`src/rtl/clock_uart_reporter_pkg.sv`:
```
// Shared constants, types and helpers for the clock/date UART reporter.
package clock_uart_reporter_pkg;

  localparam logic [7:0] ASCII_0     = 8'h30;
  localparam logic [7:0] ASCII_COLON = 8'h3A;
  localparam logic [7:0] ASCII_DOT   = 8'h2E;
  localparam logic [7:0] ASCII_SPACE = 8'h20;
  localparam logic [7:0] ASCII_CR    = 8'h0D;
  localparam logic [7:0] ASCII_LF    = 8'h0A;
  localparam logic [7:0] ASCII_A     = 8'h41;
  localparam logic [7:0] ASCII_L     = 8'h4C;

  localparam int FRAME_LEN    = 21;
  localparam int FRAME_LEN_AL = 24;
  localparam int YEAR_BITS    = 12;

  typedef enum logic [1:0] {ST_IDLE, ST_SNAP, ST_CONV, ST_SEND} state_e;

  typedef struct packed {
    logic [4:0] hour;
    logic [5:0] min;
    logic [5:0] sec;
  } time_t;

  typedef struct packed {
    logic [4:0]  day;
    logic [3:0]  month;
    logic [11:0] year;
  } date_t;

  function automatic logic [7:0] tens_char(input logic [5:0] v);
    logic [5:0] t;
    t = v / 6'd10;
    return ASCII_0 + {2'b00, t};
  endfunction

  function automatic logic [7:0] units_char(input logic [5:0] v);
    logic [5:0] u;
    u = v % 6'd10;
    return ASCII_0 + {2'b00, u};
  endfunction

  // One double-dabble iteration on {bcd[15:0], bin[11:0]}.
  function automatic logic [27:0] dd_step(input logic [27:0] r);
    logic [27:0] a;
    a = r;
    for (int k = 0; k < 4; k++) begin
      if (a[12+4*k +: 4] >= 4'd5) a[12+4*k +: 4] = a[12+4*k +: 4] + 4'd3;
    end
    return {a[26:0], 1'b0};
  endfunction

endpackage

```
`src/rtl/clock_uart_reporter_uart_tx_byte.sv`:
```
// 8N1 byte transmitter; ready rises in the last stop-bit cycle so bytes go back to back.
module uart_tx_byte #(
  parameter int DIV = 868
) (
  input  logic       clk_i,
  input  logic       rst_ni,
  input  logic [7:0] data_i,
  input  logic       valid_i,
  output logic       ready_o,
  output logic       tx_o
);

  localparam int CW = $clog2(DIV);

  logic [CW-1:0] baud_q;
  logic [3:0]    bit_q;
  logic [9:0]    shift_q;
  logic          active_q;
  logic          last_cyc;
  logic          accept;

  assign last_cyc = active_q && (bit_q == 4'd0) && (baud_q == '0);
  assign ready_o  = ~active_q | last_cyc;
  assign accept   = valid_i & ready_o;
  assign tx_o     = active_q ? shift_q[0] : 1'b1;

  always_ff @(posedge clk_i or negedge rst_ni) begin
    if (!rst_ni) begin
      baud_q   <= '0;
      bit_q    <= 4'd0;
      shift_q  <= '1;
      active_q <= 1'b0;
    end else if (accept) begin
      shift_q  <= {1'b1, data_i, 1'b0};
      bit_q    <= 4'd9;
      baud_q   <= CW'(DIV - 1);
      active_q <= 1'b1;
    end else if (active_q) begin
      if (baud_q == '0) begin
        if (bit_q == 4'd0) begin
          active_q <= 1'b0;
        end else begin
          shift_q <= {1'b1, shift_q[9:1]};
          bit_q   <= bit_q - 4'd1;
          baud_q  <= CW'(DIV - 1);
        end
      end else begin
        baud_q <= baud_q - 1'b1;
      end
    end
  end

endmodule

```
`src/rtl/clock_uart_reporter.sv`:
```
// Sends "HH:MM:SS DD.MM.YYYY\r\n" on every 1 Hz tick edge.
// Define ALARM_FLAG_EN to append " AL" when the snapshotted ring flag is set.
module clock_uart_reporter #(
  parameter int CLK_FREQ = 100_000_000,
  parameter int BAUD     = 115200
) (
  input  logic        clk_i,
  input  logic        rst_ni,
  input  logic        en_i,
  input  logic        tick_1hz_i,
  input  logic [16:0] time_i,
  input  logic [20:0] date_i,
  input  logic        ring_i,
  output logic        tx_o,
  output logic        busy_o,
  output logic        overrun_o
);
  import clock_uart_reporter_pkg::*;

  localparam int DIV = CLK_FREQ / BAUD;

  state_e      state_q, state_d;
  logic        tick_d_q;
  logic        overrun_q;
  time_t       time_q;
  date_t       date_q;
  logic [27:0] dd_q;
  logic [3:0]  iter_q;
  logic [4:0]  idx_q;
  logic        ring_w;
  logic [4:0]  len_w;
  logic        start_w;
  logic        valid_w;
  logic        ready_w;
  logic [7:0]  char_w;

`ifdef ALARM_FLAG_EN
  logic ring_q;
  always_ff @(posedge clk_i or negedge rst_ni) begin
    if (!rst_ni)                             ring_q <= 1'b0;
    else if (state_q == ST_IDLE && start_w)  ring_q <= ring_i;
  end
  assign ring_w = ring_q;
`else
  logic unused_ring;
  assign unused_ring = ring_i;
  assign ring_w      = 1'b0;
`endif

  assign start_w   = tick_1hz_i & ~tick_d_q & en_i;
  assign len_w     = ring_w ? 5'(FRAME_LEN_AL) : 5'(FRAME_LEN);
  assign busy_o    = (state_q != ST_IDLE);
  assign overrun_o = overrun_q;

  always_comb begin
    state_d = state_q;
    valid_w = 1'b0;
    case (state_q)
      ST_IDLE: if (start_w) state_d = ST_SNAP;
      ST_SNAP: state_d = ST_CONV;
      ST_CONV: if (iter_q == 4'd0) state_d = ST_SEND;
      ST_SEND: begin
        if (idx_q == len_w) begin
          if (ready_w) state_d = ST_IDLE;
        end else begin
          valid_w = 1'b1;
        end
      end
      default: state_d = ST_IDLE;
    endcase
  end

  always_ff @(posedge clk_i or negedge rst_ni) begin
    if (!rst_ni) state_q <= ST_IDLE;
    else         state_q <= state_d;
  end

  // tick_d resets high so a tick already high at release is not taken as an edge.
  always_ff @(posedge clk_i or negedge rst_ni) begin
    if (!rst_ni) begin
      tick_d_q  <= 1'b1;
      overrun_q <= 1'b0;
      time_q    <= '0;
      date_q    <= '0;
      dd_q      <= '0;
      iter_q    <= 4'd0;
      idx_q     <= 5'd0;
    end else begin
      tick_d_q <= tick_1hz_i;
      if (start_w) begin
        if (state_q == ST_IDLE) begin
          time_q <= time_t'(time_i);
          date_q <= date_t'(date_i);
        end else begin
          overrun_q <= 1'b1;
        end
      end
      case (state_q)
        ST_SNAP: begin
          dd_q   <= {16'd0, date_q.year};
          iter_q <= 4'(YEAR_BITS - 1);
          idx_q  <= 5'd0;
        end
        ST_CONV: begin
          dd_q   <= dd_step(dd_q);
          iter_q <= iter_q - 4'd1;
        end
        ST_SEND: if (valid_w && ready_w) idx_q <= idx_q + 5'd1;
        default: ;
      endcase
    end
  end

  always_comb begin
    char_w = ASCII_SPACE;
    case (idx_q)
      5'd0:  char_w = tens_char({1'b0, time_q.hour});
      5'd1:  char_w = units_char({1'b0, time_q.hour});
      5'd2:  char_w = ASCII_COLON;
      5'd3:  char_w = tens_char(time_q.min);
      5'd4:  char_w = units_char(time_q.min);
      5'd5:  char_w = ASCII_COLON;
      5'd6:  char_w = tens_char(time_q.sec);
      5'd7:  char_w = units_char(time_q.sec);
      5'd8:  char_w = ASCII_SPACE;
      5'd9:  char_w = tens_char({1'b0, date_q.day});
      5'd10: char_w = units_char({1'b0, date_q.day});
      5'd11: char_w = ASCII_DOT;
      5'd12: char_w = tens_char({2'b00, date_q.month});
      5'd13: char_w = units_char({2'b00, date_q.month});
      5'd14: char_w = ASCII_DOT;
      5'd15: char_w = ASCII_0 + {4'd0, dd_q[27:24]};
      5'd16: char_w = ASCII_0 + {4'd0, dd_q[23:20]};
      5'd17: char_w = ASCII_0 + {4'd0, dd_q[19:16]};
      5'd18: char_w = ASCII_0 + {4'd0, dd_q[15:12]};
      5'd19: char_w = ring_w ? ASCII_SPACE : ASCII_CR;
      5'd20: char_w = ring_w ? ASCII_A : ASCII_LF;
      5'd21: char_w = ASCII_L;
      5'd22: char_w = ASCII_CR;
      5'd23: char_w = ASCII_LF;
      default: char_w = ASCII_SPACE;
    endcase
  end

  uart_tx_byte #(.DIV(DIV)) u_tx (
    .clk_i   (clk_i),
    .rst_ni  (rst_ni),
    .data_i  (char_w),
    .valid_i (valid_w),
    .ready_o (ready_w),
    .tx_o    (tx_o)
  );

endmodule
```
`config.mk`:
```
export PLATFORM = sky130hd
export DESIGN_NAME = clock_uart_reporter
export DESIGN_NICKNAME = d
export VERILOG_FILES = /design/src/rtl/clock_uart_reporter_pkg.sv /design/src/rtl/clock_uart_reporter_uart_tx_byte.sv /design/src/rtl/clock_uart_reporter.sv
export SDC_FILE = /design/constraint.sdc
export NUM_CORES = 1
export LEC_CHECK = 0
export BUFFER_PORTS_ARGS = -buffer_cell sky130_fd_sc_hd__buf_4
export CORE_ASPECT_RATIO = 1.1
export CORE_MARGIN = 2
export CORE_UTILIZATION = 40
export CTS_CLUSTER_DIAMETER = 200
export DETAILED_ROUTE_END_ITERATION = 10
export PLACE_DENSITY = 0.6
export SLEW_MARGIN = 10
export SYNTH_ARGS = -nofsm -noshare
export SYNTH_HDL_FRONTEND = slang
export SYNTH_SLANG_ARGS = --single-unit
```
`constraint.sdc`:
```
create_clock -name clk_i -period 3 [get_ports clk_i]
set_input_delay 0.3 -clock clk_i [delete_from_list [all_inputs] [get_ports clk_i]]
set_output_delay 0.3 -clock clk_i [all_outputs]
set_load 0.01 [all_outputs]
```
### Word-level counts from Yosys, hierarchy flattened

Index checks and enable logic that the tools add are counted.
W data, S select, Z words.

* memory bits (read-only): 0
* memories kept: 0
* memory bits (writable): 0
* output and inout bits: 3
* register bits: 104
* bits in latches: 0

* shift-type cells: 0
* magnitude comparators: 4
* $mul: 0
* bitwise logic cells: 7
* reductions and logical operators: 23
* divide/modulo/power cells: 10
* $add $sub $neg: 22
* equality and inequality tests: 32
* multiplexer cells: 33

Operator list (count)
* $pmux W7 S19: 1
* $mux W10: 8
* $add A6 B6 Y7 const A: 10
* $pmux W28 S2: 1
* $eq A5 B5 Y1 const B: 8
* $eq A5 B4 Y1 const B: 7
* $add A6 B4 Y7 const A: 4
* $mux W4: 7
* $eq A5 B3 Y1 const B: 4
* $ge A4 B3 Y1 const B: 4
* $add A4 B2 Y4 const B: 3
* $div A5 B4 Y6 const B: 2
* $div A6 B4 Y6 const B: 2
* $mod A5 B4 Y6 const B: 2
* $mod A6 B4 Y6 const B: 2
* $eq A5 B2 Y1 const B: 2
* $logic_not A10 Y1: 1
* $ne A2 B2 Y1 const B: 5
* $pmux W5 S2: 1
* $reduce_bool A2 Y1: 5
* $sub A10 B1 Y10 const B: 1
* $logic_not A4 Y1: 2
* $mux W2: 4
* $pmux W2 S4: 1
* 24 further kinds: 44

### Depth between registers and ports, before layout

Gate-level depths: netlist of the first run.

* word-level depth: 7
* gate-level depth with buffers: 12
* mapped depth without buffers: 11

### Modules after synthesis

Synthesis of the first run repeated with hierarchy kept, for this count alone.

* cells, all modules: 668
* area, all modules: 6500.0 sq um

Modules (own cells, without submodules)
* clock_uart_reporter: times used 1, area each 5123.7 sq um, cells an instance 533, sequential area each 1978.1 sq um
* uart_tx_byte: times used 1, area each 1376.3 sq um, cells an instance 135, sequential area each 611.8 sq um

### Least setup slack after synthesis of the first run

Ideal clock, no wire load.

* kind: register to register
* start: register idx_q[0]
* end: register u_tx.shift_q[6]
* required time: 2917 ps
* setup slack: 695 ps
* cell stages (with the launch flop): 13
* setup time: 83 ps
* data arrival time: 2221 ps
* cells stage by stage: dfrtp_1 inv_1 ha_1 clkbuf_1 nand3_1 nor3_1 nand4b_1 o41ai_1 a31oi_1 ha_1 mux2_1 a31oi_1 a221o_1

* word-level cells in the longest chain between the ends: 6

RTL lines
* start, declared: RTL line clock_uart_reporter.sv:29 `logic [4:0] idx_q;`
* start signal, assigned: RTL line clock_uart_reporter.sv:108 `ST_SEND: if (valid_w && ready_w) idx_q <= idx_q + 5'd1;`
* $eq A5 B5 Y1: RTL line clock_uart_reporter.sv:63, clock_uart_reporter.sv:116
* $mux W1: RTL line clock_uart_reporter.sv:63 `if (idx_q == len_w) begin`
* $mux W1: RTL line clock_uart_reporter.sv:58 `case (state_q)`
* $and A1 B1 Y1: RTL line clock_uart_reporter_uart_tx_byte.sv:24 `assign accept = valid_i & ready_o;`
* $ne A2 B1 Y1 (no source line) or $reduce_bool A2 Y1 (tied branches)
* $reduce_and A3 Y1 (no source line)
* end signal, assigned: RTL line clock_uart_reporter_uart_tx_byte.sv:34 `shift_q <= {1'b1, data_i, 1'b0};`
* end signal, assigned: RTL line clock_uart_reporter_uart_tx_byte.sv:43 `shift_q <= {1'b1, shift_q[9:1]};`
* end, declared: RTL line clock_uart_reporter_uart_tx_byte.sv:17 `logic [9:0] shift_q;`

Several ways; a longest one is shown, not always the timed one.
A chain may end at the register's enable or synchronous reset.

### Final worst setup path of the first run

* start: register idx_q[0]
* end: register u_tx.shift_q[2]

The elaborated chain is that of the path after synthesis.

==> impl_metrics.yaml, run 1 <==
critical_path:
  arrival_ns: 2.77
  crit_fanout: 7
  cp_common_cell: "a221o_1"
  path_cells: "inv_1 -> ha_1 -> nor2b_1 -> nand2_1 -> nor3_1 -> a221o_1 -> nor4_1 -> nand4_1 -> a221o_1"
  critPathRequiredTime_ns: 3.29
  reg2reg_depth: 9
  start_kind: "flop"
  crit_type: "reg2reg"
  endpoint_kind: "flop"
  crit_slowest_cell: "dfrtp_1"
  cpPeakStageDelay_ns: 0.46
grt:
  overflow: 0
  grt_use_total_pct: 17.5
  grt_pass1_vias: 5014
  antenna_found_initial: 0
  grt_max_degree: 54
  grt_pass1_wl_um: 24400
clocking:
  clock-sinks: 103
  clockBufferDepth: 2
  clk_pin_slew_worst_paths_ns: 0.08
  cts.repair.resized: 0
  ctsHoldBuffers: 0
  cts_buffers: 9
  cts_setup_buffers: 0
  cts_htree_levels: 3
  clkLatencyLatePin_ns: 0.36
  clock-root-buffer: "clkbuf_16"
  cts_tree: "done"
sta:
  hold_slack_ns: -0.0228
  finalCritPeriodShare_pct: 82.6
  tns_ns: 0
  period_needed_ns: 2.48
  fmax_mhz: 403
  slew_headroom_pct: 54.9
  drv_slew: 0
  tightest_slew_ns: 0.676
  clock_skew_ns: 0.0110
  hold_viol: 50
  rsz0062_at_grt: "no"
  setup_viol: 0
final_layout:
  antennaDiodeCount: 0
  area_growth_pct: 12.3
  fin_nets: 781
  n_fill_cell: 1462
  drive_above_1_share_pct: 20.0
  post-route-util_pct: 46.0
  fin_area_sq_um: 7200
  fin_cells: 915
pwr:
  peakVddDrop_v: 0.000408
  p_leak_nw: 2.98
  combPwrFrac_pct: 39.6
  swShare_pct: 40.3
  fin_total_pwr_mw: 6.28
  p_int_mw: 3.75
  power_frac_clock_pct: 19.0
  p_per_area_nw_per_um2: 872
  p_seq_share_pct: 41.4
  p_sw_mw: 2.53
yosys:
  synth_area_leader_cell: "dfrtp_1"
  syn_inst: 683
  ys_seq_elements: 103
  synth-edff-count: 0
  syn_nets: 754
  ys_warn_count: 0
  yosys-top-cells-area: "dfrtp_1 36%, mux2_2 6.8%, ha_1 5.5%, dfstp_2 4.1%, a21oi_1 3.7%"
  yosysSeqAreaShare_pct: 40.4
  synth.cell_area_sq_um: 6410
  synth_cell_type_count: 81
  synthArstFlopShare_pct: 100
  syn_avg_cell_area_sq_um: 9.39
  synth.top_cell.area_share_pct: 36.3
  synth_flop_cell: "dfrtp_1"
placement:
  dp_cells: 899
  hpwl_um: 10500
  place.gp.congestion: 0.929
  io_buffers: 44
  post_dp_cell_area_sq_um: 6900
outcome:
  violations: "negative hold slack"
  status: "complete, but fails checks"
drt:
  avgRoutedWirePerCell_um: 15.9
  via_per_inst: 5.65
  wl_um: 14600
  drt_iter0_markers: 304
  antenna_left: 0
  drc: 0
  vias: 5168
  drtPass1Iterations: 4
floorplanning:
  pin_count: 46
  num_rows: 48
  die_h_um: 137
  fp.dieArea_sq_um: 17100
  fp.dieW_um: 125
  start_util_pct: 40.9
  core_sq_um: 15700
job:
  maxCapViolations: 0
worst_hold_path:
  hp-class: "in2async"
## critical path, delay by kind of cell, from the launching register on
kind / cells / cell delay, ns
simple gates: 5 / 0.88
compound gates: 2 / 0.66
flops: 1 / 0.46
fa+ha+maj: 1 / 0.31
buf+inv: 1 / 0.09
## logic make-up after synthesis
group | share of synthesized area (%)
multiplexers | 9.05
buffers and inverters | 5.01
flip-flops | 40.4
other | 0.0585
adder cells (fa/ha/maj) | 5.46
AND/OR/NAND/NOR | 18.0
AO/OA/AOI/OAI | 19.8
XOR/XNOR | 2.32
## cell usage after synthesis, types with 13 or more instances
cell type / n
o22ai_1: 14
nand2b_1: 19
mux2i_1: 13
dfrtp_1: 93
nand2_1: 43
clkbuf_1: 21
nand3_1: 14
a21oi_1: 47
o21ai_0: 42
nor2b_1: 18
ha_1: 28
mux2_2: 39
nor2_1: 62
inv_1: 34
nor3_1: 15
## cell type report
| class | instances | area, sq um | share of cell area (%) |
|---|---|---|---|
| multi-input cells | 506 | 3500 | 48.6 |
| inverters | 35 | 131 | 1.82 |
| clock inverters | 6 | 63.8 | 0.886 |
| well taps | 200 | 250 | 3.47 |
| repair buffers | 55 | 425 | 5.91 |
| flip-flops and latches | 103 | 2590 | 36.0 |
| clock buffers | 10 | 239 | 3.32 |
## flip-flops by register name, indices dropped and copies added (netlist names)
signal and cells:
u_tx.baud_q 10, overrun_o 1, iter_q 4, u_tx.shift_q 9, u_tx.active_q 1, u_tx.bit_q 4
time_q 17, idx_q 5, date_q 21, state_q 2, dd_q 28, tick_d_q 1
## routing by layer
| layer | routed length (um) | global-route usage, % | vias up |
|---|---|---|---|
| met5 | 0 | 0 | - |
| met4 | 302 | 7.68 | 0 |
| met3 | 577 | 2.89 | 19 |
| met2 | 7050 | 29.3 | 95 |
| met1 | 6630 | 22.7 | 2538 |
| li1 | - | - | 2516 |
## per-stage QoR
step | setup slack (ns) | hold slack [ns]
detailed placement | 0.560 | 0.398
finish | 0.521 | -0.0228
floorplan | 0.695 | 0.00441
global route | 0.308 | 0.0412
global placement | 0.598 | 0.377
CTS | 0.539 | 0.0105
## placed cells by master, fill, tap and decap left out, types with 9 or more instances in the layout
cell	n
o21ai_0	42
inv_1	34
buf_4	54
a21oi_1	47
mux2i_1	13
nor2_1	62
o31ai_1	10
nor3_1	15
dfrtp_1	93
nor2b_1	18
ha_1	28
xnor2_1	10
dfstp_2	10
mux2_2	39
clkbuf_16	9
nand2b_1	19
nand2_1	43
o22ai_1	14
nand3_1	14
## power by group through the flow
stage          clock [mW]  combinational, mW  sequential [mW]
5_1_grt              1.29               2.80             2.70
4_1_cts              1.23               2.51             2.60
3_3_place_gp            0               2.37             2.58
2_1_floorplan           0               2.18             2.30
6_report             1.19               2.49             2.60
3_5_place_dp            0               2.49             2.62
## worst paths after layout
| path | start | slack [ns] | end |
|---|---|---|---|
| max reg2reg | idx_q[0]$_DFFE_PN0P_ | 0.52 | u_tx.shift_q[2]$_DFFE_PN1P_ |
| max in group asynchronous | rst_ni | 2.23 | u_tx.shift_q[0]$_DFFE_PN1P_ |
| min in group clk_i | tick_1hz_i | 0.05 | tick_d_q$_DFF_PN1_ |
| max | idx_q[0]$_DFFE_PN0P_ | 0.52 | u_tx.shift_q[2]$_DFFE_PN1P_ |
| min reg2reg | overrun_o$_DFFE_PN0P_ | 0.49 | overrun_o$_DFFE_PN0P_ |
| min | rst_ni | -0.02 | date_q[18]$_DFFE_PN0P_ |
(Power assumes the default switching activity.)
==> run 2: changes to the inputs <==
--- a/config.mk
+++ b/config.mk
@@ -11,7 +11,7 @@
 export CORE_UTILIZATION = 40
 export CTS_CLUSTER_DIAMETER = 200
 export DETAILED_ROUTE_END_ITERATION = 10
-export PLACE_DENSITY = 0.6
+export PLACE_DENSITY = 0.62
 export SLEW_MARGIN = 10
 export SYNTH_ARGS = -nofsm -noshare
 export SYNTH_HDL_FRONTEND = slang
==> constraint.sdc (replaced) <==
create_clock -name clk_i -period 2.2 [get_ports clk_i]
set_input_delay 0.22 -clock clk_i [delete_from_list [all_inputs] [get_ports clk_i]]
set_output_delay 0.22 -clock clk_i [all_outputs]
set_load 0.01 [all_outputs]
==> impl_metrics.yaml, run 2 (synthesized netlist as in run 1, its figures left out) <==
outcome:
  status: "complete, but fails checks"
  violations: "negative setup slack"
drt:
  drc: 0
  via_per_inst: 5.54
  drt_iter0_markers: 321
  avgRoutedWirePerCell_um: 16.3
  wl_um: 15800
  antenna_left: 0
  vias: 5393
  drtPass1Iterations: 5
final_layout:
  area_growth_pct: 22.1
  final_common_cell: "buf_4"
  top_register: "dd_q"
  antennaDiodeCount: 0
  layout_common_cells: "107 x buf_4, 90 x dfrtp_1, 62 x nor2_1"
  largest_reg_flops: 28
  fin_nets: 839
  reg.largest.list: "dd_q (28), date_q (21), time_q (17)"
  drive_above_1_share_pct: 30.0
  seqCellArea_sq_um: 2590
  n_fill_cell: 1413
  multi_input_area_sq_um: 3670
pwr:
  p_leak_nw: 3.30
  swShare_pct: 40.1
  p_sw_mw: 3.63
  p_per_area_nw_per_um2: 1160
  p_seq_share_pct: 37.5
  fin_total_pwr_mw: 9.06
  power_frac_clock_pct: 17.6
  combPwrFrac_pct: 44.9
  peakVddDrop_v: 0.000790
  p_int_mw: 5.43
sta:
  clock_skew_ns: 0.00952
  tightest_slew_ns: 0.575
  setup_viol: 2
  drv_slew: 0
  rsz0062_at_grt: "yes"
  layout_setup_ws_ns: -0.0532
  slew_headroom_pct: 61.7
  tns_ns: -0.0574
  fmax_mhz: 444
  finalCritPeriodShare_pct: 102
  period_needed_ns: 2.25
  hold_viol: 0
placement:
  io_buffers: 44
  hpwl_um: 11600
  place.gp.congestion: 0.910
grt:
  grt_pass1_wl_um: 26000
  grt_use_total_pct: 18.8
  grt_pass1_vias: 5316
  antenna_found_initial: 0
  grt_max_degree: 43
  overflow: 0
floorplanning:
  start_util_pct: 40.9
  die_h_um: 137
  fp.dieArea_sq_um: 17100
  num_rows: 48
  pin_count: 46
  core_sq_um: 15700
  fp.dieW_um: 125
clocking:
  cts_buffers: 9
  cts_htree_levels: 3
  cts_tree: "done"
  clock-sinks: 103
  clk_pin_slew_worst_paths_ns: 0.08
  clockBufferDepth: 2
  clock-root-buffer: "clkbuf_16"
  clkLatencyLatePin_ns: 0.36
critical_path:
  start_kind: "flop"
  critical_path_buf_inv_count: 0
  crit_start: "date_q[18]$_DFFE_PN0P_"
  r2r_slack_ns: -0.05
  critPathTopFamily: "compound AO/OA/AOI/OAI gates"
  path_cells: "and2b_1 -> a21oi_2 -> ha_1 -> nand4b_1 -> o41ai_4 -> a31oi_2 -> ha_1 -> mux2_1 -> a31oi_1 -> a221o_1"
  critPathRequiredTime_ns: 2.50
  cp_common_cell: "ha_1"
  reg2reg_depth: 10
  crit_type: "reg2reg"
  crit_fanout: 3
  worstReg2RegEnd: "u_tx.shift_q[6]$_DFFE_PN1P_"
  arrival_ns: 2.55
  cpPeakStageDelay_ns: 0.40
  crit_slowest_cell: "dfrtp_1"
  endpoint_kind: "flop"
  timing.rr.start: "date_q[18]$_DFFE_PN0P_"
job:
  maxCapViolations: 0
worst_hold_path:
  hp-class: "in2reg"
  hold-path-endpoint: "date_q[1]$_DFFE_PN0P_"
  holdPathStages: 2
  min_from: "date_i[1]"
## run 2: power groups by stage
stage | combinational [mW] | clock, mW | sequential (mW)
detailed placement | 3.89 | 0 | 3.43
floorplan | 2.97 | 0 | 3.13
CTS | 3.97 | 1.64 | 3.39
finish | 4.07 | 1.59 | 3.40
global placement | 3.74 | 0 | 3.38
global route | 4.56 | 1.72 | 3.51
## run 2: timing repair
item,CTS,global route
hold endpoints to repair,41,0
buffers inserted,3,1
pin swaps,6,10
hold buffers,2,0
gates resized for setup,10,30
endpoints found under the setup margin,42,13
## run 2: worst register-to-register path, stage by stage (launching register included)
cell	delay, ns
dfrtp_1	0.40
and2b_1	0.19
a21oi_2	0.14
ha_1	0.16
nand4b_1	0.15
o41ai_4	0.11
a31oi_2	0.20
ha_1	0.26
mux2_1	0.28
a31oi_1	0.16
a221o_1	0.14
## run 2: per-stage QoR
stage          std cells  util, %  setup slack (ns)  cell area, sq um  hold slack (ns)
2_1_floorplan        683        -            0.0124              6420          -0.0756
3_3_place_gp         951     46.7           -0.0725              7320            0.239
3_5_place_dp         951     46.7            -0.135              7320            0.243
4_1_cts              972     49.1           -0.0336              7700           0.0780
5_1_grt              973     50.0            -0.155              7840           0.0811
6_report             973     50.0           -0.0532              7840           0.0859
## run 2: worst max path at each step
stage               cells after the start  slack, ns                          end
floorplan                              12       0.01  u_tx.shift_q[6]$_DFFE_PN1P_
CTS                                    10      -0.03  u_tx.shift_q[6]$_DFFE_PN1P_
global placement                       11      -0.07  u_tx.shift_q[6]$_DFFE_PN1P_
global route                           10      -0.15  u_tx.shift_q[6]$_DFFE_PN1P_
detailed placement                     11      -0.13  u_tx.shift_q[6]$_DFFE_PN1P_
finish                                 10      -0.05  u_tx.shift_q[6]$_DFFE_PN1P_
## run 2: layout make-up
class / instances / area share, %
well taps: 200 / 3.19
inverters: 35 / 1.68
clock inverters: 6 / 0.814
clock buffers: 10 / 2.92
multi-input cells: 506 / 46.9
repair buffers: 113 / 11.4
flip-flops and latches: 103 / 33.1
## run 2: layer usage
layer  GRT usage (%)  up-vias  wire length [um]
li1                -     2629                 -
met3            3.60       26               600
met2            32.0      101              7880
met1            24.0     2637              7040
met4            6.93        0               308
met5               0        -                 0
